## config.mk

```make
export PLATFORM = sky130hd
export DESIGN_NAME = context_quant
export DESIGN_NICKNAME = d
export VERILOG_FILES = /design/src/rtl/context_quant.sv
export SDC_FILE = /design/constraint.sdc
export NUM_CORES = 1
export LEC_CHECK = 0
export CORE_ASPECT_RATIO = 0.9
export CORE_MARGIN = 1.5
export CORE_UTILIZATION = 35
export DETAILED_ROUTE_END_ITERATION = 8
export PLACE_DENSITY = 0.61
export SYNTH_ARGS = -nofsm -noshare
export SYNTH_HDL_FRONTEND = slang
export SYNTH_SLANG_ARGS = --single-unit
```

## constraint.sdc

```tcl
create_clock -name clk -period 4.8 [get_ports clk]
set_input_delay 0.48 -clock clk [delete_from_list [all_inputs] [get_ports clk]]
set_output_delay 0.48 -clock clk [all_outputs]
set_load 0.02 [all_outputs]
```

## src/rtl/context_quant.sv

```systemverilog
// Context quantizer for a near-lossless image coder: quantizes three local
// gradients into a merged context index, forms the MED prediction and tags
// every pixel with its frame position. Fixed 2-stage pipeline, no stalls.
module context_quant #(
   parameter int IMAGE_W = 256,
   parameter int IMAGE_H = 256,
   parameter int T1      = 3,
   parameter int T2      = 7,
   parameter int T3      = 21,
   parameter int NEAR    = 0
) (
   input  logic        clk,
   input  logic        rst_n,
   input  logic        in_en,
   input  logic [15:0] Rx,
   input  logic [15:0] Ra,
   input  logic [15:0] Rb,
   input  logic [15:0] Rc,
   input  logic [16:0] D1,
   input  logic [16:0] D2,
   input  logic [16:0] D3,
   output logic        out_valid,
   output logic [8:0]  ctx_q,
   output logic        ctx_sign,
   output logic        run_flag,
   output logic [15:0] Px,
   output logic [15:0] Rx_o,
   output logic [15:0] Ra_o,
   output logic        sol,
   output logic        eol,
   output logic        eof
);

   localparam int CW = (IMAGE_W > 1) ? $clog2(IMAGE_W) : 1;
   localparam int RW = (IMAGE_H > 1) ? $clog2(IMAGE_H) : 1;
   localparam logic [CW-1:0] COL_LAST = CW'(IMAGE_W - 1);
   localparam logic [RW-1:0] ROW_LAST = RW'(IMAGE_H - 1);

   // Thresholds widened to 18 bits so the negated forms never overflow.
   localparam logic signed [17:0] T1_S   = 18'(T1);
   localparam logic signed [17:0] T2_S   = 18'(T2);
   localparam logic signed [17:0] T3_S   = 18'(T3);
   localparam logic signed [17:0] NEAR_S = 18'(NEAR);

   // Map a signed gradient onto the nine quantization regions -4..4.
   function automatic logic signed [3:0] quant(input logic [16:0] d);
      logic signed [17:0] dd;
      dd = {d[16], d};
      if (dd <= -T3_S)        quant = -4'sd4;
      else if (dd <= -T2_S)   quant = -4'sd3;
      else if (dd <= -T1_S)   quant = -4'sd2;
      else if (dd < -NEAR_S)  quant = -4'sd1;
      else if (dd <= NEAR_S)  quant =  4'sd0;
      else if (dd < T1_S)     quant =  4'sd1;
      else if (dd < T2_S)     quant =  4'sd2;
      else if (dd < T3_S)     quant =  4'sd3;
      else                    quant =  4'sd4;
   endfunction

   // Position counters
   logic [CW-1:0] col_q, col_d;
   logic [RW-1:0] row_q, row_d;

   // Stage 1 registers
   logic               v1_q, v1_d;
   logic signed [3:0]  q1_q, q1_d, q2_q, q2_d, q3_q, q3_d;
   logic [15:0]        mn_q, mn_d, mx_q, mx_d;
   logic [15:0]        ra_q, ra_d, rb_q, rb_d, rc_q, rc_d, rx_q, rx_d;
   logic               sol1_q, sol1_d, eol1_q, eol1_d, eof1_q, eof1_d;

   // Stage 2 (output) registers
   logic               ov_q, ov_d;
   logic [8:0]         ctx_qq, ctx_d;
   logic               sign_q, sign_d, run_q, run_d;
   logic [15:0]        px_q, px_d, rxo_q, rxo_d, rao_q, rao_d;
   logic               sol_q, sol_d, eol_q, eol_d, eof_q, eof_d;

   // Stage 2 combinational terms
   logic               neg_s;
   logic signed [3:0]  m1_s, m2_s, m3_s;
   logic signed [8:0]  ctx_s;
   logic [15:0]        px_s;

   // Stage 1: quantize, order Ra/Rb, tag frame position and advance counters.
   always_comb begin
      col_d  = col_q;
      row_d  = row_q;
      v1_d   = in_en;
      q1_d   = q1_q;
      q2_d   = q2_q;
      q3_d   = q3_q;
      mn_d   = mn_q;
      mx_d   = mx_q;
      ra_d   = ra_q;
      rb_d   = rb_q;
      rc_d   = rc_q;
      rx_d   = rx_q;
      sol1_d = 1'b0;
      eol1_d = 1'b0;
      eof1_d = 1'b0;
      if (in_en) begin
         q1_d   = quant(D1);
         q2_d   = quant(D2);
         q3_d   = quant(D3);
         ra_d   = Ra;
         rb_d   = Rb;
         rc_d   = Rc;
         rx_d   = Rx;
         sol1_d = (col_q == {CW{1'b0}});
         eol1_d = (col_q == COL_LAST);
         eof1_d = (col_q == COL_LAST) && (row_q == ROW_LAST);
         if (Ra < Rb) begin
            mn_d = Ra;
            mx_d = Rb;
         end else begin
            mn_d = Rb;
            mx_d = Ra;
         end
         if (col_q == COL_LAST) begin
            col_d = {CW{1'b0}};
            if (row_q == ROW_LAST) begin
               row_d = {RW{1'b0}};
            end else begin
               row_d = row_q + RW'(1);
            end
         end else begin
            col_d = col_q + CW'(1);
         end
      end else begin
         col_d = col_q;
      end
   end

   // Stage 2: sign-merge the context, build the index and the MED predictor.
   always_comb begin
      neg_s = (q1_q < 4'sd0) ||
              ((q1_q == 4'sd0) && ((q2_q < 4'sd0) ||
                                   ((q2_q == 4'sd0) && (q3_q < 4'sd0))));
      if (neg_s) begin
         m1_s = -q1_q;
         m2_s = -q2_q;
         m3_s = -q3_q;
      end else begin
         m1_s = q1_q;
         m2_s = q2_q;
         m3_s = q3_q;
      end
      // Modulo-512 arithmetic is exact because the true index lies in 0..364.
      ctx_s = {{5{m1_s[3]}}, m1_s} * 9'sd81 +
              {{5{m2_s[3]}}, m2_s} * 9'sd9 +
              {{5{m3_s[3]}}, m3_s};
      if (rc_q >= mx_q) begin
         px_s = mn_q;
      end else if (rc_q <= mn_q) begin
         px_s = mx_q;
      end else begin
         px_s = 16'({2'b00, ra_q} + {2'b00, rb_q} - {2'b00, rc_q});
      end

      ov_d  = v1_q;
      ctx_d = 9'd0;
      sign_d = 1'b0;
      run_d = 1'b0;
      sol_d = 1'b0;
      eol_d = 1'b0;
      eof_d = 1'b0;
      px_d  = px_q;
      rxo_d = rxo_q;
      rao_d = rao_q;
      if (v1_q) begin
         ctx_d  = ctx_s;
         sign_d = neg_s;
         run_d  = (q1_q == 4'sd0) && (q2_q == 4'sd0) && (q3_q == 4'sd0);
         sol_d  = sol1_q;
         eol_d  = eol1_q;
         eof_d  = eof1_q;
         px_d   = px_s;
         rxo_d  = rx_q;
         rao_d  = ra_q;
      end else begin
         ctx_d = 9'd0;
      end
   end

   // All state: asynchronous clear discards in-flight data and restarts at (0,0).
   always_ff @(posedge clk or negedge rst_n) begin
      if (!rst_n) begin
         col_q  <= {CW{1'b0}};
         row_q  <= {RW{1'b0}};
         v1_q   <= 1'b0;
         q1_q   <= 4'sd0;
         q2_q   <= 4'sd0;
         q3_q   <= 4'sd0;
         mn_q   <= 16'd0;
         mx_q   <= 16'd0;
         ra_q   <= 16'd0;
         rb_q   <= 16'd0;
         rc_q   <= 16'd0;
         rx_q   <= 16'd0;
         sol1_q <= 1'b0;
         eol1_q <= 1'b0;
         eof1_q <= 1'b0;
         ov_q   <= 1'b0;
         ctx_qq <= 9'd0;
         sign_q <= 1'b0;
         run_q  <= 1'b0;
         px_q   <= 16'd0;
         rxo_q  <= 16'd0;
         rao_q  <= 16'd0;
         sol_q  <= 1'b0;
         eol_q  <= 1'b0;
         eof_q  <= 1'b0;
      end else begin
         col_q  <= col_d;
         row_q  <= row_d;
         v1_q   <= v1_d;
         q1_q   <= q1_d;
         q2_q   <= q2_d;
         q3_q   <= q3_d;
         mn_q   <= mn_d;
         mx_q   <= mx_d;
         ra_q   <= ra_d;
         rb_q   <= rb_d;
         rc_q   <= rc_d;
         rx_q   <= rx_d;
         sol1_q <= sol1_d;
         eol1_q <= eol1_d;
         eof1_q <= eof1_d;
         ov_q   <= ov_d;
         ctx_qq <= ctx_d;
         sign_q <= sign_d;
         run_q  <= run_d;
         px_q   <= px_d;
         rxo_q  <= rxo_d;
         rao_q  <= rao_d;
         sol_q  <= sol_d;
         eol_q  <= eol_d;
         eof_q  <= eof_d;
      end
   end

   assign out_valid = ov_q;
   assign ctx_q     = ctx_qq;
   assign ctx_sign  = sign_q;
   assign run_flag  = run_q;
   assign Px        = px_q;
   assign Rx_o      = rxo_q;
   assign Ra_o      = rao_q;
   assign sol       = sol_q;
   assign eol       = eol_q;
   assign eof       = eof_q;

endmodule

```

# After elaboration in Yosys (flattened, before gate mapping)
# Index checks and enable logic that the tools add are counted.
# word_totals
register_bits,191
latchBits,0
ramBits,0
rom_bits,0
in_bits,118
output_inout_bits,63
elab_cells,122
mem_count,0
# classes
n_addsub,9
n_mul,2
n_div,0
magnitude_cmp,30
eq_ne,2
shifts,0
mux,42
bitwise_logic,0
reduce_logical,12
# ops
op,count
two-way mux 16 bit,4
two-way mux 4 bit,15
less-or-equal comparator 17 x 1 -> 1 bit (second input constant),3
less-or-equal comparator 17 x 3 -> 1 bit (second input constant),3
less-or-equal comparator 17 x 4 -> 1 bit (second input constant),3
less-or-equal comparator 17 x 6 -> 1 bit (second input constant),3
< comparator 17 x 1 -> 1 bit (second input constant),3
< comparator 17 x 3 -> 1 bit (second input constant),3
< comparator 17 x 4 -> 1 bit (second input constant),3
< comparator 17 x 6 -> 1 bit (second input constant),3
two-way mux 3 bit,12
adder 9 bit,2
adder 16 bit,1
adder 8 x 1 -> 8 bit (second input constant),2
equality test 8 bit (second input constant),2
greater-or-equal comparator 16 bit,1
less-or-equal comparator 16 bit,1
< comparator 16 bit,1
two-way mux 8 bit,2
subtractor 16 bit,1
logical NOT 4 bit,3
< comparator 4 x 1 -> 1 bit (second input constant),3
negator 4 bit,3
multiplier 4 x 5 -> 9 bit (second input constant),1
7 further kinds,19

# Logic depth before layout (Yosys ltp)
# Gate-level depths: netlist of run 1.
# depth
ltp_word,10
depth_mapped,22
ltp_nobuf,22

# Worst setup path after synthesis of run 1
# No wires, ideal clock.
# synth_timing
kind,register to register
from,reg q2_q[0]
to,"reg ctx_qq[8], in the netlist ctx_q[8]"
setup_time_ps,119
arrival_time_ps,4802
path_slack_ps,-121
stages_incl_launch_ff,22
path_buffers,0
period_less_slack_ps,4921
cell_sequence,dfrtp_1 > inv_1 > ha_1 > and3b_1 > o21a_1 > nor2_2 > mux2_2 > ha_1 > ha_1 > fa_1 > inv_1 > fa_1 > inv_1 > ha_1 > ha_1 > a21o_1 > a21o_1 > a21o_1 > a21oi_1 > o21ai_0 > xnor2_1 > and2_1
# synth_via
elab_chain_len,10
# synth_rtl
item,line,rtl
start: declaration,66,"logic signed [3:0] q1_q, q1_d, q2_q, q2_d, q3_q, q3_d;"
start signal: assignment,218,q2_q <= q2_d;
branches (longest 8 deep; another with multiplier 4 x 8 -> 9 bit),--,
adder 9 bit *,150,"{{5{m2_s[3]}}, m2_s} * 9'sd9 +"
two-way mux 9 bit *,170,if (v1_q) begin
net ctx_d[8],73,"logic [8:0] ctx_qq, ctx_d;"
end signal: assignment,230,ctx_qq <= ctx_d;
end: declaration,73,
# Mark *: on every way through the listed nets, which the timed path passes.
# A chain may end at the register's enable or synchronous reset.

# Worst setup path in the final report of run 1
# layout_timing
from,reg q2_q[1]
to,"reg ctx_qq[7], in the netlist ctx_q[7]"
# Same word-level chain as after synthesis.

==> qor_table.md, run 1 <==
| Result | Value | Unit |
|:---|:---|:---|
| Worst voltage drop across the vdd grid | 0.000254 | V |
| Utilization of the core after routing | 45.4 | % |
| All-layer global routing usage | 16.8 | % |
| Instance count after placement with tap cells included | 1807 | - |
| Buffer and inverter count on the worst path | 4 | - |
| Endpoints failing setup | 0 | - |
| CP startpoint | q2_q[1]$_DFFE_PN0P_ | - |
| Filler cells | 3173 | - |
| Port buffer count | 180 | - |
| Post-route clock skew | 10.5 | ps |
| Count of routing violations after the opening detailed-route iteration | 267 | - |
| Cell count after synthesis | 1187 | - |
| Hold Violations, Final | 0 | - |
| Clock slew seen by the registers of the worst setup and hold paths | 70 | ps |
| Main area contributors after synthesis | sky130_fd_sc_hd__dfrtp_1, sky130_fd_sc_hd__ha_1, sky130_fd_sc_hd__mux2_2 | - |
| Number of antenna violations at the first check in global routing | 3 | - |
| Critical path, cell by cell | inv_2, ha_2, and3b_1, o21a_1, nor2_4, buf_4, mux2_2, ha_1, inv_1, fa_1, fa_1, inv_1, ha_1, ha_1, ha_1, o21ai_0, nand2b_1, a21oi_1, xnor2_1, and2_1 | - |
| Synthesized net count | 1441 | - |
| Top-area cell type share of the netlist area | 40.0 | % |
| Post-route standard cell area excluding fillers | 15100 | um2 |
| Number of nets with antenna violations after detailed routing | 0 | - |
| Max-Slew Margin vs Limit | 39.2 | % |
| Starting utilization of the core area | 35.9 | % |
| EDFF count, synth | 0 | - |
| Number of distinct library cell variants in the gate-level netlist after synthesis | 61 | - |
| Worst Setup Start Kind | flip-flop | - |
| Net total in the final layout | 1630 | - |
| Avg Vias per Cell | 4.82 | - |
| Biggest fanout along the worst timing path | 4 | - |
| Power per cell area | 409 | nW/um2 |
| Commonest cells after routing, fill and taps aside | sky130_fd_sc_hd__dfrtp_1, sky130_fd_sc_hd__clkdlybuf4s50_1, sky130_fd_sc_hd__inv_1, sky130_fd_sc_hd__ha_1, sky130_fd_sc_hd__mux2_2 | - |
| Time the worst path needs with I/O delays and setup | 4630 | ps |
| Max Fclk | 216 | MHz |
| Critical path required time | 5130 | ps |
| Slowest cell on the critical path | sky130_fd_sc_hd__fa_1 | - |
| Arrival time at the worst endpoint | 4960 | ps |
| Clock latency reported for the late side of the worst-skew pair | 440 | ps |
| Global-route wire length before repair | 46300 | um |
| Std-Cell Rows | 63 | - |
| Netlist area before placement | 11900 | um2 |
| Post-synthesis async set-or-reset flop share | 100 | % |
| Static power due to leakage | 6.91 | nW |
| Path type of the worst min-delay path | primary input to async pin | - |
| Kind of cell with the highest combined delay on the critical path | adder cells | - |
| DRT Pass-1 Iters | 4 | - |
| Final cycle utilization of the critical path | 96.4 | % |
| HPWL reported at the end of detailed placement | 21600 | um |
| Max Cap Violations | 0 | - |
| TritonCTS Buffers | 17 | - |
| Synth-to-layout area growth | 26.5 | % |
| Sinks on Clock Net | 191 | - |
| Final cell count without fillers | 1846 | - |
| Most common library cell in the layout ignoring fill and taps | sky130_fd_sc_hd__dfrtp_1 | - |
| Die width | 198 | um |
| Routed WL per cell | 15.6 | um |
| Reg-to-reg critical path startpoint | q2_q[1]$_DFFE_PN0P_ | - |
| Cell seen most often among critical-path stages | sky130_fd_sc_hd__ha_1 | - |
| Residual overflow from global routing | 0 | - |
| Number of levels in the clock H-tree | 4 | - |
| Max Slew Vio Count | 0 | - |
| Die Y | 178 | um |
| Root buf cell | sky130_fd_sc_hd__clkbuf_16 | - |
| Cts-stage hold buffer count | 0 | - |
| Area enclosed by the die boundary | 35200 | um2 |
| RePlAce Congestion | 0.838 | - |
| Result of the run | complete, no violations | - |
| Biggest cell delay along the critical path | 550 | ps |
| Most common flop cell mapped by yosys | sky130_fd_sc_hd__dfrtp_1 | - |
| Number of top-level pins | 181 | - |
| Total wire length | 28800 | um |
| Total power draw | 0.00618 | W |
| Mean instance size in the synthesized netlist | 10.1 | um2 |
| Cell type contributing the most total cell area after synthesis | sky130_fd_sc_hd__dfrtp_1 | - |
| Routed vias | 8906 | - |
| Core box area | 33300 | um2 |
| Kind of end point of the critical path | flip-flop | - |
| Maximum buffer depth of the clock tree | 2 | - |
| Post-DP Area | 14400 | um2 |
| Register bit count reported by yosys | 191 | - |
| Drc violations | 0 | - |
| Warning count from the yosys run | 0 | - |
| Post-synthesis sequential area ratio | 40.0 | % |
| Vias in the first global route | 8909 | - |
| CTS tree | done | - |
| Post-Route Hold Slack | 19.9 | ps |
| Crit Path Class | flip-flop to flip-flop | - |
| Pin count of the biggest net entering global routing | 118 | - |
| Transition time at the pin with the least slew margin | 912 | ps |
| Share of cells above drive strength 1 | 13.0 | % |
## cells by family after synthesis
family	after synthesis	share of synthesized area (%)
xor+xnor	45	3.30
buf+inv	197	6.37
compound gates	213	10.6
mux	144	13.0
simple gates	261	10.6
fa+ha+maj	136	16.0
flops	191	40.0
## cell usage after synthesis (2+ instances only)
master,number
sky130_fd_sc_hd__a211o_1,3
sky130_fd_sc_hd__a211oi_1,3
sky130_fd_sc_hd__a21o_1,11
sky130_fd_sc_hd__a21oi_1,78
sky130_fd_sc_hd__a31oi_1,9
sky130_fd_sc_hd__and2_1,14
sky130_fd_sc_hd__and3_1,4
sky130_fd_sc_hd__and4_1,3
sky130_fd_sc_hd__buf_1,5
sky130_fd_sc_hd__buf_2,5
sky130_fd_sc_hd__buf_6,2
sky130_fd_sc_hd__clkbuf_1,29
sky130_fd_sc_hd__dfrtp_1,191
sky130_fd_sc_hd__fa_1,28
sky130_fd_sc_hd__ha_1,108
sky130_fd_sc_hd__inv_1,156
sky130_fd_sc_hd__mux2_2,85
sky130_fd_sc_hd__mux2_4,2
sky130_fd_sc_hd__mux2i_1,57
sky130_fd_sc_hd__nand2_1,71
sky130_fd_sc_hd__nand2b_1,12
sky130_fd_sc_hd__nand3_1,16
sky130_fd_sc_hd__nand4_1,17
sky130_fd_sc_hd__nor2_1,71
sky130_fd_sc_hd__nor2_2,2
sky130_fd_sc_hd__nor2b_1,10
sky130_fd_sc_hd__nor3_1,14
sky130_fd_sc_hd__nor4_1,12
sky130_fd_sc_hd__nor4b_1,4
sky130_fd_sc_hd__o2111ai_1,2
sky130_fd_sc_hd__o211ai_1,8
sky130_fd_sc_hd__o21a_1,10
sky130_fd_sc_hd__o21ai_0,58
sky130_fd_sc_hd__o21bai_1,2
sky130_fd_sc_hd__o221ai_1,2
sky130_fd_sc_hd__o22ai_1,8
sky130_fd_sc_hd__o311ai_0,2
sky130_fd_sc_hd__o31ai_1,3
sky130_fd_sc_hd__or2_2,3
sky130_fd_sc_hd__or3_1,3
sky130_fd_sc_hd__xnor2_1,26
sky130_fd_sc_hd__xor2_1,19
## final cells by class
| cell class | instances | area (um2) | share of cell area, % |
|---|---|---|---|
| diodes | 2 | 5.00 | 0.0331 |
| inverters | 156 | 586 | 3.88 |
| flip-flops and latches | 191 | 4780 | 31.6 |
| multi-input cells | 799 | 6560 | 43.4 |
| clock inverters | 14 | 123 | 0.812 |
| repair buffers | 211 | 2050 | 13.6 |
| well taps | 455 | 569 | 3.77 |
| clock buffers | 18 | 429 | 2.84 |
## registers in the layout (all words and copies together) (netlist names), 4 cells and up
register and flops:
Px 16, Ra_o 16, Rx_o 16, col_q 8, ctx_q 9, mn_q 16
mx_q 16, q1_q 4, q2_q 4, q3_q 4, ra_q 16, rb_q 16
rc_q 16, row_q 8, rx_q 16
## report_power, final
group / internal (W) / switching, W / total, W
logic: 0.00137 / 0.00138 / 0.00275
clock network: 0.000684 / 0.000693 / 0.00138
registers: 0.00186 / 0.000183 / 0.00204
## per-stage QoR
step	worst slack (ps)	setup TNS, ps
final	173	0
after global routing	-101	-125
after CTS	23.0	0
after detailed placement	-59.4	-75.2
after global placement	-3.80	-3.80
after floorplan	6.29	0
## routing by layer
metal	vias up	share of wire, %	track usage (%)
met5	-	0.028	0
met4	2	0.96	3.21
met3	18	5.3	5.09
met2	137	45	26.3
met1	4308	49	22.9
li1	4441	-	-
## repair_timing
action | 4_1_cts | 5_1_grt
pin swaps | 2 | 7
gates resized for setup | 2 | 18
setup buffers | 1 | 4
endpoints found under the setup margin | 2 | 4
## path summary, 6_finish.rpt
check	endpoint	slack (ps)	depth (start not counted)
max in group asynchronous	Ra_o[2]$_DFFE_PN0P_	3720	2
setup / recovery	ctx_q[7]$_DFF_PN0_	170	20
hold / removal	ctx_q[3]$_DFF_PN0_	20	1
min in group clk	sol$_DFF_PN0_	460	1
setup reg to reg	ctx_q[7]$_DFF_PN0_	170	20
hold reg to reg	sol$_DFF_PN0_	460	1
Power figures use the tool's default switching activity.
==> run 2, diff against run 1 <==
CTS_BUF_LIST = sky130_fd_sc_hd__clkbuf_4 sky130_fd_sc_hd__clkbuf_8 sky130_fd_sc_hd__clkbuf_16   (was unset)
==> run 2 against run 1 <==
Compared with the run above: sequential power barely moved; non-clock buffer count did not move; power barely moved; first-iteration DRC count did not move; fmax did not move; global-route usage did not move; flip-flop and latch count did not move; critical path depth did not move.
==> qor_table.md, run 2 (synthesis results as in run 1) <==
| Result | Value | Unit | Delta |
|:---|:---|:---|:---|
| Routed WL per cell | 15.6 | um | about the same |
| Total wire length | 28800 | um | about the same |
| Routed vias | 8906 | - | unchanged |
| Switch share | 36.5 | % | about the same |
| Pin count of the biggest net entering global routing | 118 | - | unchanged |
| Die Y | 178 | um | unchanged |
| Crit Path Class | flip-flop to flip-flop | - |  |
| Maximum buffer depth of the clock tree | 2 | - | unchanged |
| Residual overflow from global routing | 0 | - | unchanged |
| Drc violations | 0 | - | unchanged |
| Post-route clock skew | 10.5 | ps | -0.0199 ps |
| Avg Vias per Cell | 4.82 | - | unchanged |
| RePlAce Congestion | 0.838 | - | unchanged |
| TritonCTS Buffers | 17 | - | unchanged |
| CTS tree | done | - |  |
| Max Slew Vio Count | 0 | - | unchanged |
| Number of nets with antenna violations after detailed routing | 0 | - | unchanged |
| Result of the run | complete, no violations | - |  |
| Max Used Layer | met5 | - |  |
| Worst voltage drop across the vdd grid | 0.000254 | V | unchanged |
| Clock slew seen by the registers of the worst setup and hold paths | 70 | ps | about the same |
| Path type of the worst min-delay path | primary input to async pin | - |  |
| Clk network pwr share | 22.4 | % | about the same |
| Total power draw | 0.00618 | W | about the same |
| Power per cell area | 409 | nW/um2 | about the same |
| Std-Cell Rows | 63 | - | unchanged |
| Cts-stage hold buffer count | 0 | - | unchanged |
| Kind of end point of the critical path | flip-flop | - |  |
| DRT Pass-1 Iters | 4 | - | unchanged |
| Final cycle utilization of the critical path | 96.4 | % | unchanged |
| Number of antenna violations at the first check in global routing | 3 | - | unchanged |
| Sinks on Clock Net | 191 | - | unchanged |
| Proportion of power drawn by combinational gates | 44.6 | % | about the same |
| Arrival time at the worst endpoint | 4960 | ps | about the same |
| Area enclosed by the die boundary | 35200 | um2 | unchanged |
| Most common library cell in the layout ignoring fill and taps | sky130_fd_sc_hd__dfrtp_1 | - |  |
| Biggest fanout along the worst timing path | 4 | - | unchanged |
| Net total in the final layout | 1630 | - | unchanged |
| Critical path required time | 5130 | ps | about the same |
| Post-Route Hold Slack | 19.9 | ps | unchanged |
| Root buf cell | sky130_fd_sc_hd__clkbuf_16 | - |  |
| Setup TNS | 0 | ps | unchanged |
| Global-route wire length before repair | 46300 | um | unchanged |
| Commonest cells after routing, fill and taps aside | sky130_fd_sc_hd__dfrtp_1, sky130_fd_sc_hd__clkdlybuf4s50_1, sky130_fd_sc_hd__inv_1, sky130_fd_sc_hd__ha_1, sky130_fd_sc_hd__mux2_2 | - |  |
| Max-Slew Margin vs Limit | 39.2 | % | unchanged |
| Synth-to-layout area growth | 26.5 | % | about the same |
| Cell-internal power | 0.00392 | W | +0.14% |
| Met2 WL | 12900 | um | unchanged |
| Routed wire length on met3 | 1510 | um | unchanged |
| Number of top-level pins | 181 | - | unchanged |
| Post-DP Area | 14400 | um2 | unchanged |
| Max Cap Violations | 0 | - | unchanged |
| Share of cells above drive strength 1 | 13.1 | % | +0.072 points |
| Switching power | 0.00226 | W | about the same |
| Core box area | 33300 | um2 | unchanged |
| Wire length the detailed router placed on met1 | 14100 | um | about the same |
| Worst Setup Start Kind | flip-flop | - |  |
| All-layer global routing usage | 16.8 | % | unchanged |
| Max Fclk | 216 | MHz | unchanged |
| Port buffer count | 180 | - | unchanged |
| Hold Violations, Final | 0 | - | unchanged |
| Clock latency reported for the late side of the worst-skew pair | 440 | ps | about the same |
| Time the worst path needs with I/O delays and setup | 4630 | ps | unchanged |
| Final cell count without fillers | 1846 | - | unchanged |
| HPWL reported at the end of detailed placement | 21600 | um | unchanged |
| Count of routing violations after the opening detailed-route iteration | 267 | - | unchanged |
| Instance count after placement with tap cells included | 1807 | - | unchanged |
| Die width | 198 | um | unchanged |
| Post-route standard cell area excluding fillers | 15100 | um2 | about the same |
| Number of levels in the clock H-tree | 4 | - | unchanged |
| Vias in the first global route | 8909 | - | unchanged |
| Endpoints failing setup | 0 | - | unchanged |
| Transition time at the pin with the least slew margin | 912 | ps | unchanged |
| Static power due to leakage | 6.91 | nW | about the same |
| Starting utilization of the core area | 35.9 | % | unchanged |
| Seq pwr share | 33.1 | % | about the same |
[run 2: repair_timing]
action                                  in CTS  in global routing
pin swaps                                    2                  7
cloned                                       0                  0
gates resized for setup                      2                 18
endpoints found under the setup margin       2                  4
buffers inserted                             1                  4
[run 2: per-layer routing]
layer  up-vias  track usage, %
met5         -               0
met4         2            3.21
met3        18            5.09
met2       137            26.3
met1      4308            22.9
li1       4441               -
[run 2: metrics by stage]
stage / utilization, % / worst slack, ps
6_report: 45.4 / 173
5_1_grt: 45.4 / -101
4_1_cts: 45.0 / 23.0
3_5_place_dp: 43.2 / -59.4
3_3_place_gp: 43.2 / -3.80
2_1_floorplan: - / 6.29
[run 2: final timing paths]
| kind | startpoint | to | slack [ps] | depth (start not counted) |
|---|---|---|---|---|
| min reg2reg | sol1_q$_DFF_PN0_ | sol$_DFF_PN0_ | 460 | 1 |
| min in group clk | sol1_q$_DFF_PN0_ | sol$_DFF_PN0_ | 460 | 1 |
| max in group asynchronous | rst_n | Ra_o[2]$_DFFE_PN0P_ | 3720 | 2 |
| max reg2reg | q2_q[1]$_DFFE_PN0P_ | ctx_q[7]$_DFF_PN0_ | 170 | 20 |
| max | q2_q[1]$_DFFE_PN0P_ | ctx_q[7]$_DFF_PN0_ | 170 | 20 |
| min | rst_n | ctx_q[3]$_DFF_PN0_ | 20 | 1 |
[run 2: power by group through the flow]
stage | clock network [W] | logic, W | registers [W]
after floorplan | 0 | 0.00161 | 0.00219
after global placement | 0 | 0.00259 | 0.00207
after detailed placement | 0 | 0.00265 | 0.00207
after CTS | 0.00145 | 0.00267 | 0.00205
after global routing | 0.00150 | 0.00306 | 0.00208
final | 0.00138 | 0.00275 | 0.00204
[run 2: final cells by class]
type / count / area, um2
Fill cell: 3174 / 18200
Multi-Input combinational cell: 799 / 6560
Sequential cell: 191 / 4780
Timing Repair Buffer: 211 / 2050
Inverter: 156 / 586
Tap cell: 455 / 569
Clock buffer: 18 / 433
Clock inverter: 14 / 123
Antenna cell: 2 / 5.00
[run 2: worst max-delay path: stages, from the launching register on]
cell                       delay (ps)
sky130_fd_sc_hd__dfrtp_1          370
sky130_fd_sc_hd__inv_2             50
sky130_fd_sc_hd__ha_2             180
sky130_fd_sc_hd__and3b_1          170
sky130_fd_sc_hd__o21a_1           200
sky130_fd_sc_hd__nor2_4           170
sky130_fd_sc_hd__buf_4            170
sky130_fd_sc_hd__mux2_2           380
sky130_fd_sc_hd__ha_1             190
sky130_fd_sc_hd__inv_1             70
sky130_fd_sc_hd__fa_1             440
sky130_fd_sc_hd__fa_1             550
sky130_fd_sc_hd__inv_1             40
sky130_fd_sc_hd__ha_1             280
sky130_fd_sc_hd__ha_1             300
sky130_fd_sc_hd__ha_1             350
sky130_fd_sc_hd__o21ai_0          120
sky130_fd_sc_hd__nand2b_1          80
sky130_fd_sc_hd__a21oi_1          180
sky130_fd_sc_hd__xnor2_1           70
sky130_fd_sc_hd__and2_1           140
